<file path="src/rtl/pack_fifo_buffer.sv">
// pack_fifo_buffer: width-packing circular FIFO.
// A narrow producer writes PAR_WRITE words per accepted write; a wide
// consumer reads PAR_READ words per accepted read. Flags derive purely
// from the occupancy count. Storage is a plain register array without reset.
module pack_fifo_buffer #(
    parameter int NUM_BIT   = 4,
    parameter int NUM_REG   = 8,
    parameter int ADDR_REG  = 3,
    parameter int PAR_WRITE = 1,
    parameter int PAR_READ  = 2
) (
    input  logic                          clk,
    input  logic                          rst,
    input  logic                          write_en,
    input  logic                          read_en,
    input  logic [PAR_WRITE*NUM_BIT-1:0]  din,
    output logic [PAR_READ*NUM_BIT-1:0]   dout,
    output logic                          full,
    output logic                          empty,
    output logic                          ready,
    output logic                          valid
);

    // Constants sized to the count width (ADDR_REG+1 bits holds 0..NUM_REG).
    localparam logic [ADDR_REG:0]   DEPTH_C = (ADDR_REG+1)'(NUM_REG);
    localparam logic [ADDR_REG:0]   PW_C    = (ADDR_REG+1)'(PAR_WRITE);
    localparam logic [ADDR_REG:0]   PR_C    = (ADDR_REG+1)'(PAR_READ);
    // Pointer increments; a group as large as the whole array wraps to zero.
    localparam logic [ADDR_REG-1:0] PW_STEP = ADDR_REG'(PAR_WRITE % NUM_REG);
    localparam logic [ADDR_REG-1:0] PR_STEP = ADDR_REG'(PAR_READ % NUM_REG);

    // Storage and state
    logic [NUM_BIT-1:0]                  mem_reg [NUM_REG];
    logic [ADDR_REG-1:0]                 wp_reg, wp_next;
    logic [ADDR_REG-1:0]                 rp_reg, rp_next;
    logic [ADDR_REG:0]                   count_reg, count_next;
    logic [PAR_READ*NUM_BIT-1:0]         dout_reg, dout_next;
    logic                                valid_reg, valid_next;

    // Datapath helpers
    logic [ADDR_REG:0]                   free_cnt;
    logic                                wr_accept;
    logic                                rd_accept;
    logic [NUM_REG-1:0][NUM_BIT-1:0]     pad_word;   // din words, zero padded to NUM_REG
    logic [NUM_REG-1:0][ADDR_REG-1:0]    win_idx;    // entry offset from write pointer
    logic [NUM_REG-1:0]                  win_hit;    // entry lies inside the write window
    logic [PAR_READ-1:0][ADDR_REG-1:0]   rd_addr;
    logic [PAR_READ*NUM_BIT-1:0]         rd_data;

    // Status flags are a pure function of the occupancy count.
    assign free_cnt  = DEPTH_C - count_reg;
    assign full      = free_cnt < PW_C;
    assign empty     = count_reg < PR_C;
    assign ready     = ~full;

    // Acceptance uses pre-edge flags: a same-cycle read never rescues a
    // write blocked by full, nor does a write rescue a read blocked by empty.
    assign wr_accept = write_en & ~full;
    assign rd_accept = read_en & ~empty;

    assign dout  = dout_reg;
    assign valid = valid_reg;

    // Spread the write lanes over a NUM_REG-wide word vector so every entry
    // can select its source word with a full-width pointer offset.
    genvar gi;
    generate
        for (gi = 0; gi < NUM_REG; gi++) begin : g_pad
            if (gi < PAR_WRITE) begin : g_lane
                assign pad_word[gi] = din[gi*NUM_BIT +: NUM_BIT];
            end else begin : g_zero
                assign pad_word[gi] = '0;
            end
        end
    endgenerate

    // Each entry computes its distance from the write pointer (mod NUM_REG);
    // distances below PAR_WRITE are the entries written this cycle.
    generate
        for (gi = 0; gi < NUM_REG; gi++) begin : g_window
            assign win_idx[gi] = ADDR_REG'(gi) - wp_reg;
            assign win_hit[gi] = {1'b0, win_idx[gi]} < PW_C;
        end
    endgenerate

    // Read lanes: word j of the output comes from rp+j, wrapping naturally.
    generate
        for (gi = 0; gi < PAR_READ; gi++) begin : g_read
            assign rd_addr[gi] = rp_reg + ADDR_REG'(gi);
            assign rd_data[gi*NUM_BIT +: NUM_BIT] = mem_reg[rd_addr[gi]];
        end
    endgenerate

    // Storage array write; contents need no reset because count gates reads.
    always_ff @(posedge clk) begin
        for (int i = 0; i < NUM_REG; i++) begin
            if (wr_accept && win_hit[i]) begin
                mem_reg[i] <= pad_word[win_idx[i]];
            end
        end
    end

    // Next-state computation for pointers, count and the registered output.
    always_comb begin
        wp_next    = wp_reg;
        rp_next    = rp_reg;
        count_next = count_reg;
        dout_next  = dout_reg;
        valid_next = 1'b0;
        if (wr_accept) begin
            wp_next = wp_reg + PW_STEP;
        end
        if (rd_accept) begin
            rp_next    = rp_reg + PR_STEP;
            dout_next  = rd_data;
            valid_next = 1'b1;
        end
        count_next = count_reg + (wr_accept ? PW_C : '0) - (rd_accept ? PR_C : '0);
    end

    // State register with asynchronous active-low reset.
    always_ff @(posedge clk or negedge rst) begin
        if (!rst) begin
            wp_reg    <= '0;
            rp_reg    <= '0;
            count_reg <= '0;
            dout_reg  <= '0;
            valid_reg <= 1'b0;
        end else begin
            wp_reg    <= wp_next;
            rp_reg    <= rp_next;
            count_reg <= count_next;
            dout_reg  <= dout_next;
            valid_reg <= valid_next;
        end
    end

endmodule

</file>
<file path="config.mk">
export PLATFORM = sky130hd
export DESIGN_NAME = pack_fifo_buffer
export DESIGN_NICKNAME = d
export VERILOG_FILES = /design/src/rtl/pack_fifo_buffer.sv
export SDC_FILE = /design/constraint.sdc
export NUM_CORES = 1
export LEC_CHECK = 0
export CORE_MARGIN = 2
export CORE_UTILIZATION = 61
export CTS_CLUSTER_SIZE = 28
export DETAILED_ROUTE_END_ITERATION = 6
export PLACE_DENSITY = 0.84
export SYNTH_ARGS = -nofsm -noshare
export SYNTH_HDL_FRONTEND = slang
export SYNTH_SLANG_ARGS = --single-unit
</file>
<file path="constraint.sdc">
create_clock -name clk -period 5.5 [get_ports clk]
set_clock_uncertainty 0.05 [all_clocks]
set_input_delay 0.825 -clock clk [delete_from_list [all_inputs] [get_ports clk]]
set_output_delay 0.825 -clock clk [all_outputs]
set_load 0.01 [all_outputs]
</file>
# After elaboration in Yosys (flattened, before gate mapping)
# Memories as Yosys holds them, arrays and structs flattened. A register that Yosys moved wholly into a read port is not among the register bits.
# Cells that the tools add are included.
[classes] muxes=56 bitwise_logic=4 n_lt_le_gt_ge=18 addsub=14 reduce_logical=17
[op_table] operator="$bmux 4 s3" n=8
[op_table] operator="$mux 4" n=15
[op_table] operator="$lt 3x4->1 const B" n=8
[op_table] operator="$reduce_or 4->1" n=7
[op_table] operator="$mux 1" n=25
[op_table] operator="$lt 3x1->1 const B" n=8
[op_table] operator="$mux 3" n=7
[op_table] operator="$sub 3x3->3 const A" n=4
[op_table] operator="$logic_and 1x1->1" n=8
[op_table] operator="$add 3x1->3 const B" n=2
[op_table] operator="$sub 1x3->3 const A" n=2
[op_table] operator="$sub 2x3->3 const A" n=2
[op_table] operator="$add 4x1->4" n=1
[op_table] operator="$lt 4x1->1 const B" n=1
[op_table] operator="$lt 4x2->1 const B" n=1
[op_table] operator="$sub 4x2->4" n=1
[op_table] operator="$sub 4x4->4 const A" n=1
[op_table] operator="$add 3x2->3 const B" n=1
[op_table] operator="$and 1x1->1" n=2
[op_table] operator="$logic_not 1->1" n=2
[op_table] operator="$mux 2" n=1
[op_table] operator="$not 1->1" n=2
[word_totals] regBits=11 mem_bits_rw=32 mem_count=1 inputBits=8 word_cells=114
[memory_table] name="mem_reg" depth=8 width=4 read_ports=2 rd_clocked_by_memory_dff=2 wr=1 line_no="33" text="logic [NUM_BIT-1:0] mem_reg [NUM_REG];"

# Depth between registers and ports, before layout
[depth] word_depth=15 mapped_depth=9

# Worst setup path before layout
# Ideal clock, no wire load.
[synth_timing] kind="reg-to-output" start="register count_reg[1]" end="output port full" slack_ns=3.502 stages_incl_launch_ff=4 t_arrival_ns=1.123 n_path_buf=1 required_time_ns=4.625 cell_sequence="dfrtp_1 or4b_1 buf_2 inv_1"
[synth_via] elab_chain_cells=2
[synth_rtl] item="start, declared" line_no="36" text="logic [ADDR_REG:0] count_reg, count_next;"
[synth_rtl] item="start signal, assigned" line_no="132" text="count_reg <= count_next;"
[synth_rtl] item="$sub 4x4->4" line_no="51" text="assign free_cnt = DEPTH_C - count_reg;"
[synth_rtl] item="$lt 4x1->1" line_no="52" text="assign full = free_cnt < PW_C;"
[synth_rtl] item="end, declared" line_no="18" text="output logic full,"
# No other way between the ends.

# Worst setup path after layout
# Same ends and word-level chain as after synthesis.

==> summary.md <==
| Metric | Value |
|---|---|
| Status | `completed` |
| Startpoint Class | `flop` |
| Post-route minimum period | `2.85 ns` |
| Worst slew margin | `44.5%` |
| Syn nets | `187` |
| Clock Sinks | `50` |
| Switching share of total power | `33.9%` |
| Max-slew violations | `0` |
| Final period utilization | `51.8%` |
| Length in cells of the worst reg-to-reg path | `8` |
| Hold_buf cts | `0` |
| DRT Pass-1 Iters | `7` |
| Ys Warns | `0` |
| Die Wd | `65.5 µm` |
| Slew at the pin closest to its max-slew limit | `0.830 ns` |
| Setup bufs post-CTS | `0` |
| WP data required | `4.62 ns` |
| Wire length per cell | `17.1 µm` |
| Setup CP Type | `flop to output pin` |
| Worst skew pair latency | `0.30 ns` |
| Ant diodes | `0` |
| Yosys cell types | `27` |
| Max-Cap Viols | `0` |
| Cts repair resizes | `0` |
| GR Util All Layers | `22.5%` |
| Setup_tns | `0 ns` |
| Setup crit end kind | `output pin` |
| CTS Buf Count | `5` |
| RSZ-0062 raised after global routing | `false` |
| Initial Util | `63.4%` |
| Largest net degree at the start of global routing | `19` |
| CP Max Fanout | `6` |
| Final setup fails | `0` |
| Mapped Area | `2300 µm²` |
| Hold crit path type | `flop to flop` |
| Die height | `65.5 µm` |
| Clock power frac | `17.1%` |
| Initial antenna violation count | `0` |
| CTS Root Cell | `clkbuf_8` |
| Pleak | `1.02 nW` |
| Via/cell ratio | `5.65` |
| Vias post-DR | `1338` |
| H-tree depth | `2` |
| Combinational group share of total power | `39.5%` |
| DRC viols | `0` |
| DRT antenna net count | `0` |
| Area of the die | `4280 µm²` |
| Peak supply drop | `0.297 mV` |
| CTS max path bufs | `2` |
| CTS tree | `yes` |
| Post-Route WL | `4060 µm` |
| Worst path cell trace | `or4b_1 > inv_1 > clkdlybuf4s50_1` |
| Register area share after synthesis | `61.3%` |
| Synthesis-stage register bit count | `50` |
| Power density cells | `565 nW/µm²` |
| Hold Fails Final Rpt | `0` |
| Vias in the first global route | `1421` |
| DP HPWL | `3010 µm` |
| Proportion of layout cells with a drive suffix above 1 | `13.2%` |
| FF-to-FF setup slack | `3.22 ns` |
| Mean Syn Cell Area | `13.7 µm²` |
| Core Area | `3630 µm²` |
| Global-route wire length before repair | `6750 µm` |
| Worst hold path stage count | `1` |
| Worst path arrival time | `1.97 ns` |
| Post-Synthesis Cells | `168` |
| Area Growth Syn to Fin | `14.2%` |
| I/O pins | `20` |
| RD Place Congestion | `0.801` |
| IO buf count | `19` |
| P_sw | `0.504 mW` |
| Max frequency | `351 MHz` |
| CP max stage cell | `or4b_1` |
| NumNets Final | `207` |
| Clock Pin Slew Worst Setup and Hold Paths | `0.09 ns` |
| Post-layout util | `72.4%` |
| Row count | `22` |
| Critical Path Max Stage Delay | `0.64 ns` |
| Pint | `0.982 mW` |
| Overflow after GRT | `0` |
| Share of power burned in registers | `43.3%` |
| Max FFs per register | `32` |
| Starting DRT DRC Count | `87` |
[path summary, 6_finish.rpt]
| kind | from | endpoint |
|---|---|---|
| min in group asynchronous | rst | dout[3] |
| setup / recovery | count_reg[1] | full |
| hold / removal | dout[6] | dout[6] |
| max in group asynchronous | rst | wp_reg[2] |
| setup reg to reg | count_reg[2] | count_reg[3] |
| hold reg to reg | dout[6] | dout[6] |
[power by group through the flow]
stage               Sequential [mW]  Clock [mW]  Combinational, mW
floorplan                     0.610           0              0.435
global placement              0.640           0              0.550
detailed placement            0.655           0              0.584
CTS                           0.646       0.261              0.590
global route                  0.662       0.272              0.655
finish                        0.644       0.254              0.587
[synth_stat cells (all sizes together)]
library cell	n	share of area (%)
edfxtp	32	42
nor2	22	3.6
dfrtp	18	20
and2	17	4.7
ha	11	6.0
inv	10	1.6
nand2	9	1.5
mux2	8	3.9
mux4	8	7.8
and3	5	1.4
xnor2	5	1.9
buf	4	1.1
nand3	4	0.87
xor2	3	1.1
clkbuf	2	0.33
a21bo	1	0.43
a21o	1	0.33
a21oi	1	0.22
clkinv	1	0.16
nand2b	1	0.27
nor3	1	0.22
o21a	1	0.33
o21ai	1	0.22
or2	1	0.27
or4b	1	0.43
[worst max-delay path, delay by kind of cell, from the launching register on]
kind	cells	cell delay, ns
flip-flops	1	0.41
buffers and inverters	2	0.62
AND/OR/NAND/NOR	1	0.64
[layer usage]
layer  GRT usage (%)  part of all wire, %  wire length [µm]  up-vias
li1                -                    -                 -      620
met1            26.8                   41              1670      674
met2            37.5                   52              2110       34
met3            6.16                  4.1               165       10
met4            11.7                  2.7               111        0
met5               0                    0                 0        -
[final cells by class]
type	count	area [µm²]
clock inverter	2	37.5
fill	263	1000
multi-input combinational	101	817
clock buffer	6	72.6
sequential	50	1410
inverter	11	41.3
timing repair buffer	19	190
tap	48	60.1
[placed cells by master (no fill, tap or decap)]
cell type,count
ha_1,11
inv_1,10
clkdlybuf4s50_1,19
a21o_1,1
a21oi_1,1
nor2_1,22
nor3_1,1
and3_1,5
mux2_2,8
or2_1,1
o21ai_1,1
mux4_2,8
nand3_1,4
or4b_1,1
nand2_1,9
xor2_1,3
and2_4,1
bufinv_16,1
clkinvlp_4,1
nand2b_1,1
xnor2_1,5
dfrtp_1,18
o21a_1,1
clkinv_1,1
clkbuf_1,1
a21bo_2,1
edfxtp_1,32
clkbuf_8,5
and2_1,16
[per-stage QoR]
step                      hold slack, ns  cell area (µm²)  instances  worst slack (ns)  total power, mW
after detailed placement           0.443             2520        229              2.77             1.24
after global routing               0.487             2630        237              2.58             1.59
final                              0.464             2630        237              2.65             1.49
after floorplan                    0.450             2300        168              3.50             1.05
after CTS                          0.464             2630        237              2.64             1.50
after global placement             0.439             2520        229              2.87             1.19
[logic make-up (layout without fill, tap and decap cells)]
family / after synthesis / in the layout / share of synthesized area, %
muxes: 16 / 16 / 11.7
and+or+nand+nor: 61 / 61 / 13.2
xor gates and xnor gates: 8 / 8 / 3.04
DFF: 50 / 50 / 61.3
adders and majority gates: 11 / 11 / 5.97
AOI/OAI and AO/OA: 5 / 5 / 1.52
buffers and inverters: 17 / 38 / 3.26
Note: power is estimated with default switching activity, not from simulation.
